**src/rtl/key_pkg.sv**
```systemverilog
// Shared types and 50 MHz default timing constants for the push-button conditioner.
package key_pkg;

  typedef enum logic [2:0] {
    IDLE     = 3'd0,
    DB_PRESS = 3'd1,
    HELD     = 3'd2,
    LONG     = 3'd3,
    DB_REL   = 3'd4
  } key_state_t;

  // Cycle counts for a 50 MHz system clock.
  localparam int unsigned DEF_DEBOUNCE_CYCLES = 1_000_000;   // 20 ms
  localparam int unsigned DEF_LONG_CYCLES     = 50_000_000;  // 1 s
  localparam int unsigned DEF_REPEAT_CYCLES   = 10_000_000;  // 200 ms

  // Largest of three cycle counts; sizes the shared counters.
  function automatic int unsigned max3(input int unsigned a, input int unsigned b,
                                       input int unsigned c);
    int unsigned m;
    m = (a > b) ? a : b;
    return (m > c) ? m : c;
  endfunction

endpackage

```
**src/rtl/sync_2ff.sv**
```systemverilog
// Two-flop synchronizer for a single asynchronous bit with a selectable reset level.
module sync_2ff #(
  parameter logic RST_VAL = 1'b0
) (
  input  logic clk,
  input  logic rst,
  input  logic d,
  output logic q
);

  logic s_p0;
  logic s_p1;

  // Shift the raw input through two flops; reset loads the idle level.
  always_ff @(posedge clk) begin
    if (rst) begin
      s_p0 <= RST_VAL;
      s_p1 <= RST_VAL;
    end else begin
      s_p0 <= d;
      s_p1 <= s_p0;
    end
  end

  assign q = s_p1;

endmodule

```
**src/rtl/key_pulse_gen.sv**
```systemverilog
// Push-button conditioner: synchronizer, debounce FSM, press/release/long/repeat pulses.
// press_p feeds the TIME/DATE selector's sel_p; long_p and rep_p feed the set logic.
module key_pulse_gen
  import key_pkg::*;
#(
  parameter int unsigned DEBOUNCE_CYCLES = DEF_DEBOUNCE_CYCLES,
  parameter int unsigned LONG_CYCLES     = DEF_LONG_CYCLES,
  parameter int unsigned REPEAT_CYCLES   = DEF_REPEAT_CYCLES,
  parameter bit          KEY_ACTIVE_LOW  = 1'b1
) (
  input  logic clk,
  input  logic rst,
  input  logic key_in,
  output logic press_p,
  output logic release_p,
  output logic long_p,
  output logic rep_p,
  output logic key_level
);

  localparam int unsigned MAX_CYC = max3(DEBOUNCE_CYCLES, LONG_CYCLES, REPEAT_CYCLES);
  localparam int          CNT_W   = (MAX_CYC > 1) ? $clog2(MAX_CYC) : 1;

  // Terminal values; counters stop at these and are reloaded, so they never wrap.
  localparam logic [CNT_W-1:0] DB_LAST   = CNT_W'(DEBOUNCE_CYCLES - 1);
  localparam logic [CNT_W-1:0] LONG_LAST = CNT_W'(LONG_CYCLES - 1);
  localparam logic [CNT_W-1:0] REP_LAST  = CNT_W'(REPEAT_CYCLES - 1);

  logic             key_sync;
  logic             k;
  key_state_t       state, state_nxt;
  logic [CNT_W-1:0] cnt, cnt_nxt;
  logic [CNT_W-1:0] hold_cnt, hold_nxt;
  logic             was_long, was_long_nxt;
  logic             press_nxt, release_nxt, long_nxt, rep_nxt, level_nxt;

  // Reset loads the released raw level so a held key is re-detected after reset.
  sync_2ff #(
    .RST_VAL (KEY_ACTIVE_LOW)
  ) u_sync (
    .clk (clk),
    .rst (rst),
    .d   (key_in),
    .q   (key_sync)
  );

  // k = 1 means pressed regardless of board polarity.
  assign k = key_sync ^ KEY_ACTIVE_LOW;

  // Next-state, counter and pulse decode; pulses are registered below.
  always_comb begin
    state_nxt    = state;
    cnt_nxt      = cnt;
    hold_nxt     = hold_cnt;
    was_long_nxt = was_long;
    press_nxt    = 1'b0;
    release_nxt  = 1'b0;
    long_nxt     = 1'b0;
    rep_nxt      = 1'b0;
    level_nxt    = key_level;
    case (state)
      IDLE: begin
        hold_nxt = '0;
        if (k) begin
          state_nxt = DB_PRESS;
          cnt_nxt   = '0;
        end
      end
      DB_PRESS: begin
        if (!k) begin
          state_nxt = IDLE;
        end else if (cnt == DB_LAST) begin
          state_nxt = HELD;
          press_nxt = 1'b1;
          level_nxt = 1'b1;
          hold_nxt  = '0;
        end else begin
          cnt_nxt = cnt + CNT_W'(1);
        end
      end
      HELD: begin
        if (!k) begin
          state_nxt    = DB_REL;
          cnt_nxt      = '0;
          was_long_nxt = 1'b0;
        end else if (hold_cnt == LONG_LAST) begin
          state_nxt = LONG;
          long_nxt  = 1'b1;
          hold_nxt  = '0;
        end else begin
          hold_nxt = hold_cnt + CNT_W'(1);
        end
      end
      LONG: begin
        if (!k) begin
          state_nxt    = DB_REL;
          cnt_nxt      = '0;
          was_long_nxt = 1'b1;
        end else if (hold_cnt == REP_LAST) begin
          rep_nxt  = 1'b1;
          hold_nxt = '0;
        end else begin
          hold_nxt = hold_cnt + CNT_W'(1);
        end
      end
      DB_REL: begin
        // A release glitch resumes the hold phase with hold_cnt frozen.
        if (k) begin
          state_nxt = was_long ? LONG : HELD;
        end else if (cnt == DB_LAST) begin
          state_nxt   = IDLE;
          release_nxt = 1'b1;
          level_nxt   = 1'b0;
        end else begin
          cnt_nxt = cnt + CNT_W'(1);
        end
      end
      default: state_nxt = IDLE;
    endcase
  end

  // State, counters and registered outputs.
  always_ff @(posedge clk) begin
    if (rst) begin
      state     <= IDLE;
      cnt       <= '0;
      hold_cnt  <= '0;
      was_long  <= 1'b0;
      press_p   <= 1'b0;
      release_p <= 1'b0;
      long_p    <= 1'b0;
      rep_p     <= 1'b0;
      key_level <= 1'b0;
    end else begin
      state     <= state_nxt;
      cnt       <= cnt_nxt;
      hold_cnt  <= hold_nxt;
      was_long  <= was_long_nxt;
      press_p   <= press_nxt;
      release_p <= release_nxt;
      long_p    <= long_nxt;
      rep_p     <= rep_nxt;
      key_level <= level_nxt;
    end
  end

endmodule

```
**config.mk**
```make
export PLATFORM = sky130hd
export DESIGN_NAME = key_pulse_gen
export DESIGN_NICKNAME = d
export VERILOG_FILES = /design/src/rtl/key_pkg.sv /design/src/rtl/sync_2ff.sv /design/src/rtl/key_pulse_gen.sv
export SDC_FILE = /design/constraint.sdc
export NUM_CORES = 1
export LEC_CHECK = 0
export BUFFER_PORTS_ARGS = -buffer_cell sky130_fd_sc_hd__buf_2
export CORE_ASPECT_RATIO = 1.75
export CORE_MARGIN = 2
export CORE_UTILIZATION = 45
export CTS_CLUSTER_SIZE = 14
export DETAILED_ROUTE_END_ITERATION = 12
export GPL_ROUTABILITY_DRIVEN = 0
export GPL_TIMING_DRIVEN = 0
export HOLD_SLACK_MARGIN = 0.08
export PLACE_DENSITY = 0.71
export SLEW_MARGIN = 20
export SYNTH_ARGS = -nofsm -noshare
export SYNTH_HDL_FRONTEND = slang
export SYNTH_HIERARCHICAL = 1
export SYNTH_SLANG_ARGS = --single-unit
```
**constraint.sdc**
```tcl
create_clock -name clk -period 4.5 [get_ports clk]
set_clock_uncertainty 0.2 [all_clocks]
set_input_delay 0.675 -clock clk [delete_from_list [all_inputs] [get_ports clk]]
set_output_delay 0.675 -clock clk [all_outputs]
set_load 0.05 [all_outputs]
```
==> impl_metrics.toml <==
[run_status]
status = "completed"

[global_routing]
grt_pass1_wl_um = 15600
grt_max_degree = 12
grt.total_usage = 0.239
grt_antenna_before_repair = 0
overflow = 0
grt_pass1_vias = 3411

[timing]
max_slew_margin = 0.477
setup_viol = 0
fin_ws_ns = 1.44
rsz0062_at_grt = "no"
slew_violations = 0
hold_viol = 0
fin_crit_sh = 0.679
fin_tns_setup_ns = 0
fmax_mhz = 327
worstMarginPinSlew_ns = 0.782
min_period_ns = 3.06
hold_ws_ns = 0.202

[power]
clkPwrFrac = 0.589
p_comb_frac = 0.024
p_int_mw = 1.16
leakagePower_nw = 1.27
swShare = 0.200
irDropWorstVdd_v = 0.000243
switchingPower_mw = 0.290
pwr-share-seq = 0.387
total_power_mw = 1.45
power_density_mw_per_mm2 = 376

[cells_and_area]
final_area_mm2 = 0.00386
utilization = 0.534
seqCellArea_mm2 = 0.00126
fin_cells = 546
area_growth_pct = 15.0
drive_gt1_frac = 0.0717
n_fill_cell = 679
final_net_count = 460
multiInputGateArea_mm2 = 0.00195
antennaDiodeCount = 0

[logic_synthesis]
ys_types = 47
synthMuxAreaShare = 0.00298
synthAdderAreaFrac = 0.00745
syn_area_mm2 = 0.00336
synth_compound_area_frac = 0.151
syn_inst = 437
synth-xor-area-share = 0.0496
synth_seq_cells = 63
synth-edff-count = 0
synth.yosys.seq_area_share = 0.376
postSynth.asyncResetShare = 0
synth.top_cell.area_share = 0.376
synth_common_cells = "63 x dfxtp_1, 47 x nand2_1, 45 x nor2_1"
synth_top_family_by_area = "simple AND/OR/NAND/NOR gates"
ys_top_cells_by_area = "dfxtp_1 38%, nand2_1 5.3%, nor2_1 5.0%"
yosysMostFrequentCell = "dfxtp_1"
synthSimpleGateAreaFrac = 0.370
synth-main-ff-cell = "dfxtp_1"
yosysWarningCount = 6
syn_avg_cell_area_um2 = 7.68
syn_nets = 442
synth_area_leader_cell = "dfxtp_1"

[detailed_routing]
via_count = 3404
drt_iter0_drc = 290
viasPerCell = 6.23
antenna_left = 0
drc = 0
firstDrtPassIters = 5
routed_wl_um = 9290
post_drt_wl_per_cell_um = 17.0

[job]
maxCapViolCount = 0

[critical_path]
crit_type = "flip-flop to flip-flop"
slowest_delay_ns = 0.63
crit_slowest_cell = "a211oi_1"
cp-start-kind = "flip-flop"
critPathCaptureType = "flip-flop"
crit_required_ns = 4.50
crit_chain = "clkbuf_1 > nor4b_1 > nand4_1 > a211oi_1 > clkbuf_1 > nor3_1 > o21ai_0 > a21oi_1"
cp_common_cell = "clkbuf_1"
cp_max_fo = 10
crit_arrival_ns = 3.06

[hold_path]
min_path_type = "flip-flop to flip-flop"

[clock_tree]
ctsRootBufferMaster = "clkbuf_16"
cts_buffers = 9
clock_latency_ns = 0.34
cts_tree = "yes"
cts_resized = 0
clkTransAtPathRegs_ns = 0.05
post_cts_buffers = 0
cts_max_level = 3
cts.path.max_buffers = 2
clkSinkCount = 63
hold_buffers = 0

[die]
die_h_um = 118
ios = 8
die_area_mm2 = 0.00819
rows = 41
initial_core_util = 0.464
die_w_um = 69.3
coreArea_mm2 = 0.00723

[placement]
hpwlAfterDp_um = 6570
dpl_worst_slack_ns = 1.49
port_buffers = 7
dpl.cell_count = 530
placed_area_mm2 = 0.00350
[layout by cell type (no fill, tap or decap), types with 12 or more instances in the layout]
| cell type | instances |
|---|---|
| and3_1 | 12 |
| nor4_1 | 18 |
| nand3_1 | 24 |
| o21ai_0 | 20 |
| dfxtp_1 | 63 |
| nor3_1 | 23 |
| nand2_1 | 47 |
| xnor2_1 | 18 |
| nor2_1 | 45 |
| a21oi_1 | 29 |
| clkbuf_1 | 22 |
| nand4_1 | 16 |
[flip-flops by register name, indices dropped and copies added, names as in the netlist]
name / flops
rep_p: 1
u_sync/q: 1
state: 3
release_p: 1
u_sync/s_p0: 1
cnt: 26
long_p: 1
key_level: 1
hold_cnt: 26
press_p: 1
was_long: 1
[per-layer routing]
layer	track usage	vias up	part of all wire
met3	0.0520	34	0.045
met4	0.173	0	0.043
met5	0	-	0
met1	0.238	1600	0.37
met2	0.425	120	0.54
li1	-	1650	-
[path summary, 6_finish.rpt]
check	cells after the start	to	startpoint	slack, ns
min	1	u_sync/q	u_sync/s_p0	0.20
max reg2reg	8	hold_cnt[13]	state[0]	1.44
min reg2reg	1	u_sync/q	u_sync/s_p0	0.20
max	8	hold_cnt[13]	state[0]	1.44
[cell type report]
| type | instances | share of cell area |
|---|---|---|
| multi-input cells | 338 | 0.505 |
| flip-flops and latches | 63 | 0.327 |
| clock buffers | 9 | 0.0583 |
| clock inverters | 7 | 0.0350 |
| plain buffers | 27 | 0.0292 |
| well taps | 86 | 0.0279 |
| repair buffers | 7 | 0.00908 |
| inverters | 9 | 0.00875 |
[power groups by stage]
stage | Sequential (mW) | Clock, mW | Combinational, mW
2_1_floorplan | 0.572 | 0 | 0.0220
3_3_place_gp | 0.573 | 0 | 0.0339
3_5_place_dp | 0.573 | 0 | 0.0344
4_1_cts | 0.561 | 0.865 | 0.0346
5_1_grt | 0.561 | 0.888 | 0.0380
6_report | 0.561 | 0.855 | 0.0349
[worst max-delay path, delay by kind of cell, from the launching register on]
family          cells  cell delay, ns
flops               1            0.34
simple gates        3            0.58
buf+inv             2            0.87
compound gates      3            0.93
[kinds of logic (layout without fill, tap and decap cells)]
family | count (synthesis) | in the layout
adders and majority gates | 2 | 2
and+or+nand+nor | 232 | 232
AOI/OAI and AO/OA | 84 | 84
buffers and inverters | 36 | 59
xor gates and xnor gates | 19 | 19
muxes | 1 | 1
DFF | 63 | 63
Power figures use the tool's default switching activity.
